`config.mk`:
```
export PLATFORM = sky130hd
export DESIGN_NAME = serial_word_sender
export DESIGN_NICKNAME = d
export VERILOG_FILES = /design/src/rtl/serial_word_sender.sv
export SDC_FILE = /design/constraint.sdc
export NUM_CORES = 1
export LEC_CHECK = 0
export ABC_CLOCK_PERIOD_IN_PS = 1500
export CAP_MARGIN = 20
export CORE_AREA = 2 2 52 54
export DETAILED_ROUTE_END_ITERATION = 10
export DIE_AREA = 0 0 54 56
export PLACE_DENSITY_LB_ADDON = 0.1
export RECOVER_POWER = 100
export SYNTH_ARGS = -nofsm -noshare
export SYNTH_HDL_FRONTEND = slang
export SYNTH_SLANG_ARGS = --single-unit
```
`constraint.sdc`:
```
create_clock -name CLK -period 1.5 [get_ports CLK]
set_clock_uncertainty 0.1 [all_clocks]
set_input_delay 0.225 -clock CLK [delete_from_list [all_inputs] [get_ports CLK]]
set_output_delay 0.225 -clock CLK [all_outputs]
set_load 0.02 [all_outputs]
```
`src/rtl/serial_word_sender.sv`:
```
// serial_word_sender: parallel-to-serial feeder for a downstream shift register.
// Takes a word on valid/ready, streams it for WIDTH cycles, pulses DONE, then idles GAP_CYCLES.
module serial_word_sender #(
  parameter int WIDTH      = 10,
  parameter bit MSB_FIRST  = 1'b1,
  parameter int GAP_CYCLES = 2
) (
  input  logic             CLK,
  input  logic             RSTn,
  input  logic [WIDTH-1:0] DATA_IN,
  input  logic             VALID_IN,
  output logic             READY_OUT,
  output logic             SHIFT_EN,
  output logic             SHIFT_DATA,
  output logic             BUSY,
  output logic             DONE
);

  localparam int CNT_W = $clog2(WIDTH + 1);
  // A zero-cycle gap still needs a 1-bit counter; its compare path is never taken.
  localparam int GAP_W = (GAP_CYCLES > 0) ? $clog2(GAP_CYCLES + 1) : 1;
  localparam logic [CNT_W-1:0] BIT_LAST = CNT_W'(WIDTH - 1);
  localparam logic [GAP_W-1:0] GAP_LAST = (GAP_CYCLES > 0) ? GAP_W'(GAP_CYCLES - 1) : {GAP_W{1'b0}};

  if (WIDTH < 2) begin : g_bad_width
    $error("serial_word_sender: WIDTH must be >= 2");
  end

  typedef enum logic [1:0] {
    ST_IDLE  = 2'd0,
    ST_SHIFT = 2'd1,
    ST_GAP   = 2'd2
  } state_t;

  state_t             state_r;
  logic [WIDTH-1:0]   hold_r;
  logic [CNT_W-1:0]   bit_cnt_r;
  logic [GAP_W-1:0]   gap_cnt_r;
  logic               ready_r;
  logic               shift_en_r;
  logic               shift_data_r;
  logic               busy_r;
  logic               done_r;

  function automatic logic first_bit(input logic [WIDTH-1:0] word);
    return MSB_FIRST ? word[WIDTH-1] : word[0];
  endfunction

  // The hold register is pre-shifted so the next bit always sits in the send-side position.
  function automatic logic [WIDTH-1:0] advance(input logic [WIDTH-1:0] word);
    return MSB_FIRST ? {word[WIDTH-2:0], 1'b0} : {1'b0, word[WIDTH-1:1]};
  endfunction

  // Sequencer: handshake, bit streaming, DONE pulse and inter-word gap.
  always_ff @(posedge CLK or negedge RSTn) begin
    if (!RSTn) begin
      state_r      <= ST_IDLE;
      hold_r       <= {WIDTH{1'b0}};
      bit_cnt_r    <= {CNT_W{1'b0}};
      gap_cnt_r    <= {GAP_W{1'b0}};
      ready_r      <= 1'b1;
      shift_en_r   <= 1'b0;
      shift_data_r <= 1'b0;
      busy_r       <= 1'b0;
      done_r       <= 1'b0;
    end else begin
      done_r <= 1'b0;
      case (state_r)
        ST_IDLE: begin
          if (VALID_IN && ready_r) begin
            hold_r       <= advance(DATA_IN);
            shift_data_r <= first_bit(DATA_IN);
            shift_en_r   <= 1'b1;
            bit_cnt_r    <= {CNT_W{1'b0}};
            ready_r      <= 1'b0;
            busy_r       <= 1'b1;
            state_r      <= ST_SHIFT;
          end
        end
        ST_SHIFT: begin
          if (bit_cnt_r == BIT_LAST) begin
            shift_en_r   <= 1'b0;
            shift_data_r <= 1'b0;
            done_r       <= 1'b1;
            bit_cnt_r    <= {CNT_W{1'b0}};
            hold_r       <= {WIDTH{1'b0}};
            if (GAP_CYCLES == 0) begin
              ready_r <= 1'b1;
              busy_r  <= 1'b0;
              state_r <= ST_IDLE;
            end else begin
              gap_cnt_r <= {GAP_W{1'b0}};
              state_r   <= ST_GAP;
            end
          end else begin
            bit_cnt_r    <= bit_cnt_r + {{(CNT_W-1){1'b0}}, 1'b1};
            shift_data_r <= first_bit(hold_r);
            hold_r       <= advance(hold_r);
          end
        end
        ST_GAP: begin
          if (gap_cnt_r == GAP_LAST) begin
            gap_cnt_r <= {GAP_W{1'b0}};
            ready_r   <= 1'b1;
            busy_r    <= 1'b0;
            state_r   <= ST_IDLE;
          end else begin
            gap_cnt_r <= gap_cnt_r + {{(GAP_W-1){1'b0}}, 1'b1};
          end
        end
        default: begin
          state_r      <= ST_IDLE;
          hold_r       <= {WIDTH{1'b0}};
          bit_cnt_r    <= {CNT_W{1'b0}};
          gap_cnt_r    <= {GAP_W{1'b0}};
          ready_r      <= 1'b1;
          shift_en_r   <= 1'b0;
          shift_data_r <= 1'b0;
          busy_r       <= 1'b0;
        end
      endcase
    end
  end

  assign READY_OUT  = ready_r;
  assign SHIFT_EN   = shift_en_r;
  assign SHIFT_DATA = shift_data_r;
  assign BUSY       = busy_r;
  assign DONE       = done_r;

endmodule

```
-- Word-level counts from Yosys, hierarchy flattened
Cells that the tools add are included.
- $add $sub $neg: 2
- muxes and demuxes: 26
- eq/ne operators: 7
- reduce and logical (&&, ||, !) cells: 7
- bitwise gates (word level): 3
- operators with widths (operator ; number):
    10-bit case mux with 3 select lines ; 1
    10-bit two-way mux ; 2
    1-bit case mux with 3 select lines ; 4
    2-bit case mux with 3 select lines ; 2
    4-bit case mux with 3 select lines ; 1
    2-bit two-way mux ; 5
    1-bit two-way mux ; 9
    3-bit AND reduction ; 3
    4-bit two-way mux ; 2
    2-bit inequality test (second input constant) ; 3
    4-bit by 1-bit adder with 4-bit output (second input constant) ; 1
    2-bit by 1-bit == test with 1-bit output (second input constant) ; 2
    4-bit == test (second input constant) ; 1
    2-bit AND reduction ; 2
    1-bit inverter ; 3
    2-bit by 1-bit adder with 2-bit output (second input constant) ; 1
    2-bit == test (second input constant) ; 1
    2-bit zero test ; 1
    1-bit logical AND ; 1
- input bits: 13
- word-level logic and storage cells: 54
- register bits after elaboration: 23

-- Depth between registers and ports, before layout
Gate-level depths: netlist (run 1).
- word-level depth: 3
- mapped depth: 6
- gate-level depth less buffers: 5

-- Worst setup path after synthesis (run 1)
Ideal clock, no wire load.
- path type: flip-flop to flip-flop
- start: reg bit_cnt_r[1]
- end: reg hold_r[3]
- buffers on the path: 1
- path slack: -0.058 ns
- clock period less this slack: 1.558 ns
- stages on the path, launching flop included: 7
- library setup time: 0.126 ns
- arrival: 1.331 ns
- cells stage by stage: dfrtp_1 -> inv_1 -> ha_1 -> and3b_1 -> nor2_2 -> buf_4 -> a221o_2
- longest elaborated chain between the ends: 3
- RTL lines (what ; RTL line ; RTL):
    start, declared ; 37 ; logic [CNT_W-1:0] bit_cnt_r;
    start signal, assigned ; 59 ; bit_cnt_r <= {CNT_W{1'b0}};
    start signal, assigned ; 74 ; bit_cnt_r <= {CNT_W{1'b0}};
    start signal, assigned ; 85 ; bit_cnt_r <= {CNT_W{1'b0}};
    4-bit == test ; 81 ; if (bit_cnt_r == BIT_LAST) begin
    10-bit two-way mux ; 81 ;
    10-bit case mux with 3 select lines ; 68 ; case (state_r)
    end signal, assigned ; 71 ; hold_r <= advance(DATA_IN);
    end signal, assigned ; 86 ; hold_r <= {WIDTH{1'b0}};
    end signal, assigned ; 98 ; hold_r <= advance(hold_r);
    end, declared ; 36 ; logic [WIDTH-1:0] hold_r;
No other way between the ends.
A chain may end at the register's enable or synchronous reset.

-- Worst setup path after layout (run 1)
- start: reg ready_r (netlist: READY_OUT)
- end: reg hold_r[2]
- longest elaborated chain between the ends: 3
- RTL lines (what ; RTL line ; RTL):
    start, declared ; 39 ; logic ready_r;
    start signal, assigned ; 61 ; ready_r <= 1'b1;
    start signal, assigned ; 75 ; ready_r <= 1'b0;
    start signal, assigned ; 88 ; ready_r <= 1'b1;
    1-bit logical AND ; 70 ; if (VALID_IN && ready_r) begin
    2-bit inequality test (no line) ; - ;
    2-bit AND reduction (no line) ; - ;
No other way between the ends.

==> qor.csv, run 1 <==
metric,value,unit
finalCriticalPeriod,1.480,ns
m1WireLength,987,um
post-cts-setup-buffers,0,
post-place-cells,138,
finish.net_count,128,
via_count_of_the_first_global_routing_pass,729,
clockPowerShare,34.6,%
start_kind,register,
mappedNetlistArea,0.001044,mm^2
criticalPathCategory,reg -> reg,
pre_cts_ws,-0.1923,ns
power_report.internal_total,0.0007688,W
timing.critical_path.arrival,1.58,ns
timing.final.hold_violations,0,
fin_util,54.48,%
die-width,54,um
post_synthesis_instance_total,84,
critical-path-slowest-cell,sky130_fd_sc_hd__dfstp_2,
timing.critical_path.slowest_cell_delay,0.58,ns
ctsHtreeMaxLevel,1,
synth_sequential_area_ratio,52.88,%
cts_buffers,3,
layout_setup_ws,0.01978,ns
clkSinkCount,22,
post-route-period-util,98.68,%
report.final.slew_viol_count,0,
netSwitchingPower,0.0002022,W
commonest_non_fill_non_tap_cell_in_the_layout,sky130_fd_sc_hd__dfrtp_1,
totalNegativeSetupSlack,0,ns
met2_length,940,um
global_route_congestion_overflow_total,0,
start_util,42.90,%
power_per_unit_of_standard_cell_area,732.8,mW/mm^2
grt_pass1_wl,3243,um
mean_post_synth_cell_area,12.42,um^2
antenna_found_initial,0,
combinationalPowerShare,4.3,%
outcome,"finished, final reports clean",
number_of_distinct_library_cells_after_synthesis,38,
hold_crit_class,in -> async,
end_kind,register,
clockRootBuffer,sky130_fd_sc_hd__clkbuf_4,
power.leakage,0.6637,nW
vias,771,
layoutNonFillerInstCount,142,
grt_max_degree,23,
clockBufferDepth,2,
swShare,20.82,%
synth_seq_cells,22,
critical_path_required,1.60,ns
cts_tree,yes,
final_setup_violation_count,0,
synthesis.nets,99,
multi_input_area,455.4,um^2
post_route_cells_drive_above_1_share,28.57,%
route.final.wire_length,2002,um
die_area,0.003024,mm^2
worst_skew_pair.late_latency,0.31,ns
hold_ws,0.3031,ns
final-seq-area,551.8,um^2
detailroute.wirelength.met3,64,um
vdd.ir_drop.worst,0.3831,mV
max_cap_viol_count,0,
seqPwrFrac,61.1,%
yosysWarningCount,0,
drt_pass1_iterations,5,
grtUsageTotal,14.57,%
antenna_cells_inserted,0,
hpwlAfterDp,1407,um
num_rows,18,
area_delta_synth_final,26.98,%
most-common-layout-cells,"sky130_fd_sc_hd__dfrtp_1, sky130_fd_sc_hd__clkdlybuf4s50_1, sky130_fd_sc_hd__buf_4",
antenna_left,0,
crit_path_cell_trace,and3b_2 > nor2_4 > a221o_2,
cp_top_family,flip-flops,
max_freq,675.6,MHz
detail_route.drc_violations,0,
nFillCells,227,
cp_num_buf_inv,0,
place.gp.congestion,0.6868,
die_h,56,um
drt-wirelength-per-cell,14.10,um
core_area,0.002432,mm^2
drt_first_iter_violations,10,
rsz0062_at_grt,true,
routed_via_density,5.430,
maxUsedRoutingLayer,met4,
critical_path_peak_fanout,12,
worst_slew_pin_slew,0.5458,ns
clk_transition_reported_paths,0.13,ns
io_port_bufs,17,
relSlewSlack,63.62,%
io_pins,18,
==> cell type report <==
type                       count  share of cell area [%]
clock buffer                   4                   2.738
inverter                       2                  0.5666
multi-input combinational     56                   34.37
sequential                    22                   41.64
tap                           30                   2.833
timing repair buffer          28                   17.85
==> logic make-up (layout without fill, tap and decap cells) <==
group                    after synthesis  in the layout  share of synthesized area (%)
multiplexers                           1              1                          1.079
AND/OR/NAND/NOR                       25             26                          15.71
adder cells (fa/ha/maj)                2              2                          2.398
buffers and inverters                  7             34                          5.395
XOR/XNOR                               1              1                         0.8395
AO/OA/AOI/OAI                         26             26                          21.70
flip-flops                            22             22                          52.88
==> synth_stat cells (all sizes together) <==
library cell,n,area (um^2)
a211oi,1,7.510
a21o,3,23.77
a21oi,1,5.000
a221o,9,93.84
a22o,3,27.53
a2bb2oi,1,8.760
a31o,1,8.760
and2,9,56.31
and3,1,6.260
and3b,2,18.77
and4bb,1,12.51
buf,3,30.03
clkbuf,2,18.76
dfrtp,21,525.5
dfstp,1,26.28
ha,2,25.02
inv,2,7.510
mux2,1,11.26
nand2,1,3.750
nor2,5,23.77
nor2b,3,18.77
nor3,1,5.000
o21a,1,7.510
o21ai,2,10.01
o22a,1,10.01
o22ai,1,6.260
o32ai,2,17.52
or2b,2,18.77
xnor2,1,8.760
==> path summary, 6_finish.rpt <==
check / start / endpoint / slack (ns) / depth (start not counted)
max: READY_OUT / hold_r[2] / 0.02 / 3
min: RSTn / hold_r[8] / 0.30 / 2
max reg2reg: READY_OUT / hold_r[2] / 0.02 / 3
min reg2reg: BUSY / BUSY / 0.39 / 1
max in group asynchronous: RSTn / READY_OUT / 0.62 / 2
min in group CLK: BUSY / BUSY / 0.39 / 1
==> flip-flops by register name, indices dropped and copies added, names as in the netlist <==
name and flops:
SHIFT_DATA 1, DONE 1, state_r 2, READY_OUT 1, BUSY 1, gap_cnt_r 2, hold_r 9, SHIFT_EN 1
bit_cnt_r 4
==> metrics by stage <==
stage | cell area [um^2] | power [W]
2_1_floorplan | 1050 | 0.0006047
3_3_place_gp | 1299 | 0.0006488
3_5_place_dp | 1299 | 0.0006496
4_1_cts | 1335 | 0.0009800
5_1_grt | 1325 | 0.001009
6_report | 1325 | 0.0009709
==> layer usage <==
| layer | up-vias | GRT usage, % |
|---|---|---|
| met3 | 2 | 3.226 |
| met2 | 16 | 20.91 |
| met4 | 0 | 6.429 |
| met5 | - | 0 |
| li1 | 371 | - |
| met1 | 382 | 20.65 |
==> power by group through the flow <==
| stage | Sequential, W | Clock, W | Combinational (W) |
|---|---|---|---|
| finish | 0.000593 | 0.000336 | 0.0000422 |
| global route | 0.000593 | 0.000368 | 0.0000474 |
| CTS | 0.000593 | 0.000341 | 0.0000454 |
| detailed placement | 0.000604 | 0 | 0.0000452 |
| global placement | 0.000604 | 0 | 0.0000445 |
| floorplan | 0.000605 | 0 | 0.000000180 |
==> worst register-to-register path, delay by kind of cell, from the launching register on <==
kind	cells	cell delay [ns]
and+or+nand+nor	2	0.31
AOI/OAI and AO/OA	1	0.39
DFF	1	0.58
==> timing repair <==
| item | 4_1_cts | 5_1_grt |
|---|---|---|
| resized for setup | 10 | 1 |
| pin swaps | 1 | 2 |
| cloned | 0 | 1 |
| setup endpoints to repair | 14 | 8 |
| hold buffers | 0 | 0 |
(Power assumes the default switching activity.)
==> inputs of run 2 (changes only) <==
--- a/config.mk
+++ b/config.mk
@@ -12,6 +12,7 @@
 export DIE_AREA = 0 0 54 56
 export PLACE_DENSITY_LB_ADDON = 0.1
 export RECOVER_POWER = 100
+export SETUP_SLACK_MARGIN = 0.3
 export SYNTH_ARGS = -nofsm -noshare
 export SYNTH_HDL_FRONTEND = slang
 export SYNTH_SLANG_ARGS = --single-unit
==> qor.csv, run 2 (synthesis results as in run 1) <==
metric,value,unit,change
outcome,"finished, final reports clean",,
vias,797,,+3.4%
cell_depth_of_the_worst_setup_path,5,,+2
finalCriticalPeriod,1.488,ns,+0.007839 ns
combinationalPowerShare,4.5,%,+0.2 points
cp_top_family,flip-flops,,
critical-path-slowest-cell,sky130_fd_sc_hd__dfrtp_1,,
worst_setup_path_start,bit_cnt_r[1],,
worst_slew_pin_slew,0.5517,ns,+0.005971 ns
timing.critical_path.arrival,1.59,ns,about the same
power_report.internal_total,0.0007686,W,about the same
start_kind,register,,
post-route-period-util,99.20,%,+0.52 points
seqPwrFrac,61.2,%,about the same
die_area,0.003024,mm^2,unchanged
end_kind,register,,
die_h,56,um,unchanged
max_flop_register,hold_r,,
critical_path_required,1.61,ns,about the same
crit_path_cell_trace,inv_1 > ha_2 > and3b_2 > nor2_4 > a221o_2,,
final_setup_violation_count,0,,unchanged
core_area,0.002432,mm^2,unchanged
clockRootBuffer,sky130_fd_sc_hd__clkbuf_4,,
finish.net_count,134,,+4.7%
largest_register_ffs,9,,unchanged
worstSetupEndpoint,hold_r[9],,
drt_first_iter_violations,13,,+3
grtUsageTotal,15.65,%,+1.1 points
drt_pass1_iterations,5,,unchanged
grt_pass1_wl,3498,um,+7.9%
route.final.wire_length,2209,um,+10%
io_pins,18,,unchanged
cp_num_buf_inv,1,,+1
drt-wirelength-per-cell,14.93,um,+5.9%
critical_path_peak_fanout,12,,unchanged
report.final.slew_viol_count,0,,unchanged
relSlewSlack,63.22,%,-0.40 points
ctsHtreeMaxLevel,1,,unchanged
totalNegativeSetupSlack,0,ns,unchanged
max_freq,672.0,MHz,-0.53%
worst_skew_pair.late_latency,0.31,ns,about the same
power_per_unit_of_standard_cell_area,687.2,mW/mm^2,-6.2%
antenna_cells_inserted,0,,unchanged
regToRegEndpoint,hold_r[9],,
vdd.ir_drop.worst,0.5454,mV,+42%
reg_top3,"hold_r: 9 flops, bit_cnt_r: 4 flops",,
cts_buffers,3,,unchanged
rsz0062_at_grt,true,,
hpwlAfterDp,1299,um,-7.7%
start_util,42.90,%,unchanged
clk_transition_reported_paths,0.13,ns,about the same
area_delta_synth_final,35.25,%,
detail_route.drc_violations,0,,unchanged
via_count_of_the_first_global_routing_pass,769,,+5.5%
timing.rr.start,bit_cnt_r[1],,
grt_max_degree,23,,unchanged
timing.final.hold_violations,0,,unchanged
die-width,54,um,unchanged
num_rows,18,,unchanged
post_route_cells_drive_above_1_share,35.59,%,+7.0 points
max_cap_viol_count,0,,unchanged
most-common-layout-cells,"sky130_fd_sc_hd__dfrtp_1, sky130_fd_sc_hd__clkdlybuf4s50_1, sky130_fd_sc_hd__buf_4",,
commonest_non_fill_non_tap_cell_in_the_layout,sky130_fd_sc_hd__dfrtp_1,,
clkSinkCount,22,,unchanged
antenna_found_initial,0,,unchanged
global_route_congestion_overflow_total,0,,unchanged
place.gp.congestion,0.6662,,-3.0%
power.leakage,0.6763,nW,+1.9%
hold_crit_class,in -> async,,
io_port_bufs,17,,unchanged
fin_util,58.02,%,+3.5 points
routed_via_density,5.385,,-0.82%
cts_tree,yes,,
swShare,20.75,%,-0.073 points
antenna_left,0,,unchanged
netSwitchingPower,0.0002013,W,-0.46%
clockPowerShare,34.4,%,-0.2 points
setup.reg_to_reg.worst_slack,0.01,ns,about the same
clockBufferDepth,2,,unchanged
criticalPathCategory,reg -> reg,,
r2r_cells,5,,+2
timing.critical_path.slowest_cell_delay,0.39,ns,-0.19 ns
cts.hold.buffers_added,0,,unchanged
nFillCells,225,,-0.88%
-- run 2: layout make-up --
type	count	area (um^2)	area share, %
Clock buffer	4	36.28	2.571
Sequential cell	22	551.8	39.10
Multi-Input combinational cell	57	499.2	35.37
Tap cell	30	37.54	2.660
Inverter	2	7.507	0.5319
Timing Repair Buffer	33	279.0	19.77
-- run 2: per-stage QoR --
| stage | instance area (um^2) | instances | setup slack (ns) | hold WS [ns] | total power (W) |
|---|---|---|---|---|---|
| 3_5_place_dp | 1279 | 134 | -0.1965 | 0.3643 | 0.0006492 |
| 5_1_grt | 1411 | 148 | -0.02293 | 0.3602 | 0.001016 |
| 2_1_floorplan | 1072 | 84 | -0.02544 | -0.1706 | 0.0006047 |
| 6_report | 1411 | 148 | 0.01194 | 0.3111 | 0.0009699 |
| 3_3_place_gp | 1279 | 134 | -0.1690 | 0.3650 | 0.0006492 |
| 4_1_cts | 1374 | 144 | 0.004676 | 0.1529 | 0.0009787 |
-- run 2: power by group through the flow --
stage	Sequential, W	Clock, W	Combinational [W]
6_report	0.000593	0.000333	0.0000434
2_1_floorplan	0.000605	0	0.000000180
3_5_place_dp	0.000604	0	0.0000449
3_3_place_gp	0.000604	0	0.0000449
5_1_grt	0.000593	0.000374	0.0000482
4_1_cts	0.000593	0.000340	0.0000456
-- run 2: worst min-delay path by stage --
stage / from / end / slack, ns / cells after the start
after floorplan: RSTn / BUSY / -0.17 / 0
after global placement: BUSY / BUSY / 0.37 / 1
after detailed placement: BUSY / BUSY / 0.36 / 1
after CTS: RSTn / bit_cnt_r[3] / 0.15 / 2
after global routing: RSTn / bit_cnt_r[3] / 0.36 / 2
final: RSTn / bit_cnt_r[3] / 0.31 / 2
-- run 2: repair_timing --
item                                    in CTS  in global routing
endpoints found under the hold margin        0                  0
pin swaps                                    3                  7
gates resized for setup                     26                 15
buffers inserted                             5                  3
gates cloned                                 1                  1
endpoints found under the setup margin      25                 26
-- run 2: metal layers --
layer | vias up | share of wire, % | wire (um) | global-route usage [%]
met5 | - | 0 | 0 | 0
met4 | 0 | 0.59 | 13 | 6.429
met3 | 2 | 3.4 | 76 | 2.419
met2 | 12 | 49 | 1085 | 24.22
met1 | 401 | 47 | 1035 | 21.33
li1 | 382 | - | - | -
